$ cat config.mk
export PLATFORM = sky130hd
export DESIGN_NAME = uart_rx_fifo
export DESIGN_NICKNAME = d
export VERILOG_FILES = /design/src/rtl/uart_rx_fifo.sv
export SDC_FILE = /design/constraint.sdc
export NUM_CORES = 1
export LEC_CHECK = 0
export ABC_AREA = 0
export CELL_PAD_IN_SITES_DETAIL_PLACEMENT = 1
export CELL_PAD_IN_SITES_GLOBAL_PLACEMENT = 1
export CORE_ASPECT_RATIO = 0.7
export CORE_MARGIN = 5
export CORE_UTILIZATION = 45
export DETAILED_ROUTE_END_ITERATION = 12
export MAX_ROUTING_LAYER = met4
export PLACE_DENSITY_LB_ADDON = 0.1
export SLEW_MARGIN = 20
export SYNTH_ARGS = -nofsm -noshare
export SYNTH_HDL_FRONTEND = slang
export SYNTH_SLANG_ARGS = --single-unit
$ cat constraint.sdc
create_clock -name clk_i -period 3.7 [get_ports clk_i]
set_input_delay 0.37 -clock clk_i [delete_from_list [all_inputs] [get_ports clk_i]]
set_output_delay 0.37 -clock clk_i [all_outputs]
set_load 0.005 [all_outputs]
$ cat src/rtl/uart_rx_fifo.sv
// uart_rx_fifo: 8N1 UART receiver feeding a show-ahead receive FIFO.
// The raw RXD pin is synchronised, framed by a five-state FSM and pushed into
// a small FIFO. Sticky overrun and framing-error flags are kept for firmware.
module uart_rx_fifo #(
  parameter int DIV_W   = 16,
  parameter int FIFO_AW = 2
) (
  input  logic               clk_i,
  input  logic               rst_i,
  input  logic [DIV_W-1:0]   baud_div_i,
  input  logic               rxd_i,
  input  logic               rd_i,
  input  logic               clr_err_i,
  output logic [7:0]         data_o,
  output logic               valid_o,
  output logic [FIFO_AW:0]   count_o,
  output logic               busy_o,
  output logic               overrun_o,
  output logic               frame_err_o
);

  localparam int               DEPTH    = 1 << FIFO_AW;
  localparam logic [FIFO_AW:0] FULL_CNT = (FIFO_AW + 1)'(DEPTH);
  localparam logic [DIV_W-1:0] MIN_DIV  = DIV_W'(4);

  typedef enum logic [2:0] {IDLE, START, DATA, STOP, WAIT_HI} state_e;

  state_e             state_q, state_d;
  logic               sync1_q, rxs_q;
  logic [DIV_W-1:0]   div_q, div_d;
  logic [DIV_W-1:0]   timer_q, timer_d;
  logic [2:0]         bitCnt_q, bitCnt_d;
  logic [7:0]         shift_q, shift_d;
  logic               push, frameErrSet;

  logic [7:0]         mem_q [DEPTH];
  logic [FIFO_AW-1:0] wrPtr_q, rdPtr_q;
  logic [FIFO_AW:0]   count_q, count_d;
  logic               overrun_q, frameErr_q;

  logic [DIV_W-1:0]   divClamped;
  logic               timerDone, full, pop, write, ovrSet;

  assign divClamped = (baud_div_i < MIN_DIV) ? MIN_DIV : baud_div_i;
  assign timerDone  = (timer_q == DIV_W'(1));

  // Two-flop synchroniser; both stages reset to the idle-high line level.
  always_ff @(posedge clk_i) begin
    if (rst_i) begin
      sync1_q <= 1'b1;
      rxs_q   <= 1'b1;
    end else begin
      sync1_q <= rxd_i;
      rxs_q   <= sync1_q;
    end
  end

  // Receiver next-state logic: bit timing, data shifting and stop-bit decision.
  always_comb begin
    state_d     = state_q;
    div_d       = div_q;
    timer_d     = timer_q;
    bitCnt_d    = bitCnt_q;
    shift_d     = shift_q;
    push        = 1'b0;
    frameErrSet = 1'b0;
    unique case (state_q)
      IDLE: begin
        if (!rxs_q) begin
          div_d   = divClamped;
          timer_d = divClamped >> 1;
          state_d = START;
        end
      end
      START: begin
        if (timerDone) begin
          if (!rxs_q) begin
            timer_d  = div_q;
            bitCnt_d = 3'd0;
            state_d  = DATA;
          end else begin
            state_d  = IDLE;
          end
        end else begin
          timer_d = timer_q - DIV_W'(1);
        end
      end
      DATA: begin
        if (timerDone) begin
          shift_d  = {rxs_q, shift_q[7:1]};
          timer_d  = div_q;
          bitCnt_d = bitCnt_q + 3'd1;
          if (bitCnt_q == 3'd7) state_d = STOP;
        end else begin
          timer_d = timer_q - DIV_W'(1);
        end
      end
      STOP: begin
        if (timerDone) begin
          if (rxs_q) begin
            push        = 1'b1;
            state_d     = IDLE;
          end else begin
            frameErrSet = 1'b1;
            state_d     = WAIT_HI;
          end
        end else begin
          timer_d = timer_q - DIV_W'(1);
        end
      end
      WAIT_HI: begin
        if (rxs_q) state_d = IDLE;
      end
      default: state_d = IDLE;
    endcase
  end

  // Receiver state register; reset abandons any partial frame.
  always_ff @(posedge clk_i) begin
    if (rst_i) begin
      state_q  <= IDLE;
      div_q    <= MIN_DIV;
      timer_q  <= '0;
      bitCnt_q <= '0;
      shift_q  <= '0;
    end else begin
      state_q  <= state_d;
      div_q    <= div_d;
      timer_q  <= timer_d;
      bitCnt_q <= bitCnt_d;
      shift_q  <= shift_d;
    end
  end

  // A full FIFO still accepts a byte when the head is popped in the same cycle.
  assign full   = (count_q == FULL_CNT);
  assign pop    = rd_i && (count_q != '0);
  assign write  = push && (!full || pop);
  assign ovrSet = push && full && !pop;

  // Occupancy tracking, independent of the wrapping pointers.
  always_comb begin
    count_d = count_q;
    if (write && !pop)      count_d = count_q + (FIFO_AW + 1)'(1);
    else if (!write && pop) count_d = count_q - (FIFO_AW + 1)'(1);
  end

  // FIFO storage; contents need no reset because count gates visibility.
  always_ff @(posedge clk_i) begin
    if (write) mem_q[wrPtr_q] <= shift_q;
  end

  // FIFO pointers, occupancy and sticky error flags (a new error beats a clear).
  always_ff @(posedge clk_i) begin
    if (rst_i) begin
      wrPtr_q    <= '0;
      rdPtr_q    <= '0;
      count_q    <= '0;
      overrun_q  <= 1'b0;
      frameErr_q <= 1'b0;
    end else begin
      if (write) wrPtr_q <= wrPtr_q + FIFO_AW'(1);
      if (pop)   rdPtr_q <= rdPtr_q + FIFO_AW'(1);
      count_q    <= count_d;
      overrun_q  <= ovrSet      | (overrun_q  & ~clr_err_i);
      frameErr_q <= frameErrSet | (frameErr_q & ~clr_err_i);
    end
  end

  assign data_o      = mem_q[rdPtr_q];
  assign valid_o     = (count_q != '0);
  assign count_o     = count_q;
  assign busy_o      = (state_q != IDLE);
  assign overrun_o   = overrun_q;
  assign frame_err_o = frameErr_q;

endmodule

==> impl_results.md <==
- Reg2Reg Setup Slack: 0.34 ns
- Crit path capture type: flop
- TritonCTS buffer count: 9
- Cell family with most CP delay: simple AND/OR/NAND/NOR gates
- Min Hold Slack: 0.438 ns
- Seq cells post-synth: 91
- Worst setup margin: 0.337 ns
- Post-DR wirelength/cell: 20.3 µm
- Pin count of the biggest net entering global routing: 32
- Reg2Reg Depth: 9
- Critical-path maximum fanout: 8
- Die W: 127 µm
- DIE AREA: 0.0117 mm²
- GRT Overall Usage: 0.226
- EDFF count, synth: 32
- Critical Path, Cell by Cell: or4_1 -> or4_4 -> nor4b_4 -> ha_1 -> inv_1 -> fa_1 -> xor2_1 -> or3_1 -> a21oi_1
- Iteration-0 DRC Markers: 263
- WP data required: 3.98 ns
- Main combinational cell family by area after synthesis: simple AND/OR/NAND/NOR gates
- Avg Synthesized Cell Area: 9.67 µm²
- Fmax: 297 MHz
- Clock tree root buffer cell: clkbuf_16
- Routability Congestion: 0.879
- CP startpoint: timer_q[7]$_SDFFE_PP0P_
- Count leader, synth: nand2_1
- Worst slack, placed: 0.382 ns
- CP max stage cell: or4_1
- Post-synth ARST share: 0
- ANT nets after route: 0
- Worst vdd ir: 361 µV
- CTS tree: done
- Top post-synthesis cells by count: nand2_1 (64), dfxtp_1 (59), a21oi_1 (42), edfxtp_1 (32), inv_1 (25)
- Post-synth top area cell: dfxtp_1
- Cts repair resizes: 0
- Sequential fraction of the synthesis area: 0.496
- Tcrit/Tclk final: 0.909
- # H-tree levels: 3
- Area post-placement: 0.00479 mm²
- Worst min-delay path startpoint: sync1_q$_SDFF_PP1_
- Top cells by area, synth: dfxtp_1 (27%), edfxtp_1 (22%), nand2_1 (5.6%)
- Complex-gate fraction of the synthesized area: 0.169
- Worst Hold Class: reg2reg
- Number of global-route vias before repair: 3653
- DRC: 0
- Status: completed
- Mapped cell area: 0.00432 mm²
- Total congestion overflow: 0
- Worst R2R End: count_o[2]$_SDFFE_PP0P_
- I/O Pins: 36
- Global-route wire length before repair: 20.0 mm
- Setup Fix Bufs, Post-CTS: 0
- Max-slew violations: 0
- Count of cell types in the netlist: 54
- Leak pwr: 0.00172 µW
- Critical path buffer and inverter count: 1
- Max_cap viols: 0
- Detail Placement HPWL: 8.88 mm
- Synth Area in Simple Gates: 0.195
- Synth Flop Type: dfxtp_1
- Mux contribution to synthesized area: 0.0486
- Crit start category: flop
- Clock Path Buffers: 2
- Worst-margin pin slew: 1.14 ns
- Initial antenna violation count: 0
- CTS Hold Buffers Added: 0
- Crit-path max cell delay: 0.70 ns
- Slew HR: 0.231
- Setup_tns: 0 ns
- Worst hold path depth: 1
- Critical path class: reg2reg
- Reg2reg start: timer_q[7]$_SDFFE_PP0P_
- Synth Area in Adders: 0.0307
- Area Overhead vs Synth: 17.2%
- Starting density of the core: 0.469
- Die height: 92.0 µm
- Wirelength, routed: 12.3 mm
- # setup viols final: 0
- Core area: 0.00922 mm²
- Num rows: 29
- Via/cell ratio: 5.95
- Final non-filler cell area: 0.00506 mm²
- Xor/xnor cell area share of the yosys netlist: 0.0122
- Clk slew on worst S/H paths: 0.07 ns
- DRT Pass-1 Iters: 4
- Worst skew pair latency: 0.35 ns
- Ant. Diodes: 0
- Via count: 3606
- Post-synth top area share: 0.273
- Fraction of layout cells with a size suffix above 1: 0.0975
- Post-Syn Instances: 447
- Worst hold endpoint: rxs_q$_SDFF_PP1_
- Syn_nets: 478
- Hold Fails Final Rpt: 0
- Crit path arrival time: 3.64 ns
- Min Tclk post-route: 3.36 ns
- Clock skew: 0.00819 ns
- Final Net Count: 508
- Unrepaired setup endpoints after global routing: false
- Port bufs: 35
- Clk sink count: 91
- P per Cell Area: 510 mW/mm²
- Yosys warns: 0
[cell families after synthesis]
group | count (synthesis)
AND/OR/NAND/NOR | 166
adder cells (fa/ha/maj) | 10
flip-flops | 91
multiplexers | 11
XOR/XNOR | 6
buffers and inverters | 52
AO/OA/AOI/OAI | 111
[worst reg2reg max path, stage by stage, from the launching register on]
cell and delay, ns:
dfxtp_1 0.33, or4_1 0.70, or4_4 0.67, nor4b_4 0.27, ha_1 0.22, inv_1 0.07, fa_1 0.38, xor2_1 0.19
or3_1 0.33, a21oi_1 0.14
[layout make-up]
cell class	instances	area (µm²)
Timing Repair Buffer	46	428
Sequential cell	91	2140
Clock buffer	10	229
Tap cell	124	155
Multi-Input combinational cell	304	1970
Clock inverter	6	42.5
Inverter	25	93.8
Fill cell	1056	4150
[cell usage in the layout, fill, tap and decap left out, types with 8 or more instances in the layout]
cell | Yosys | layout
o31ai_1 | 9 | 9
ha_1 | 9 | 9
dfxtp_1 | 59 | 59
clkbuf_16 | 0 | 9
o32ai_1 | 9 | 9
nor2_1 | 21 | 21
a21oi_1 | 42 | 42
inv_1 | 25 | 25
nand2_1 | 64 | 64
a31oi_1 | 8 | 8
edfxtp_1 | 32 | 32
nand3_1 | 17 | 17
nor4_1 | 14 | 13
buf_4 | 1 | 11
mux4_2 | 8 | 8
clkdlybuf4s50_1 | 0 | 34
and2_1 | 8 | 8
[worst max path at each step]
stage,depth (start not counted),slack (ns),endpoint
floorplan,11,0.43,count_o[2]$_SDFFE_PP0P_
global placement,9,0.48,count_o[2]$_SDFFE_PP0P_
detailed placement,9,0.38,count_o[2]$_SDFFE_PP0P_
CTS,9,0.33,count_o[2]$_SDFFE_PP0P_
global route,9,0.22,count_o[2]$_SDFFE_PP0P_
finish,9,0.34,count_o[2]$_SDFFE_PP0P_
[where the power goes]
part	internal, µW	total [µW]	leakage, µW	switching, µW
Combinational	291	577	0.000813	286
Clock	455	847	0.000128	392
Sequential	1080	1160	0.000776	79.2
Total	1820	2580	0.00172	757
[flip-flops by register name (all words and copies together) (netlist names), named ones only]
register,flops
mem_q,32
state_q,3
rxs_q,1
frame_err_o,1
div_q,16
count_o,3
overrun_o,1
timer_q,16
bitCnt_q,3
sync1_q,1
wrPtr_q,2
rdPtr_q,2
shift_q,8
[per-layer routing]
metal | share of wire | wire length (µm) | GRT usage | up-vias
met5 | 0 | 0 | - | -
met4 | 0.013 | 155 | 0.0652 | 0
met3 | 0.059 | 731 | 0.0494 | 15
met2 | 0.44 | 5360 | 0.317 | 100
met1 | 0.49 | 6050 | 0.327 | 1781
li1 | - | - | - | 1710
[through the flow]
step | util | total power [µW] | cells
3_5_place_dp | 0.520 | 1750 | 590
2_1_floorplan | - | 1500 | 447
3_3_place_gp | 0.520 | 1730 | 590
6_report | 0.550 | 2580 | 606
4_1_cts | 0.550 | 2600 | 606
5_1_grt | 0.550 | 2710 | 606
Power figures use the tool's default switching activity.
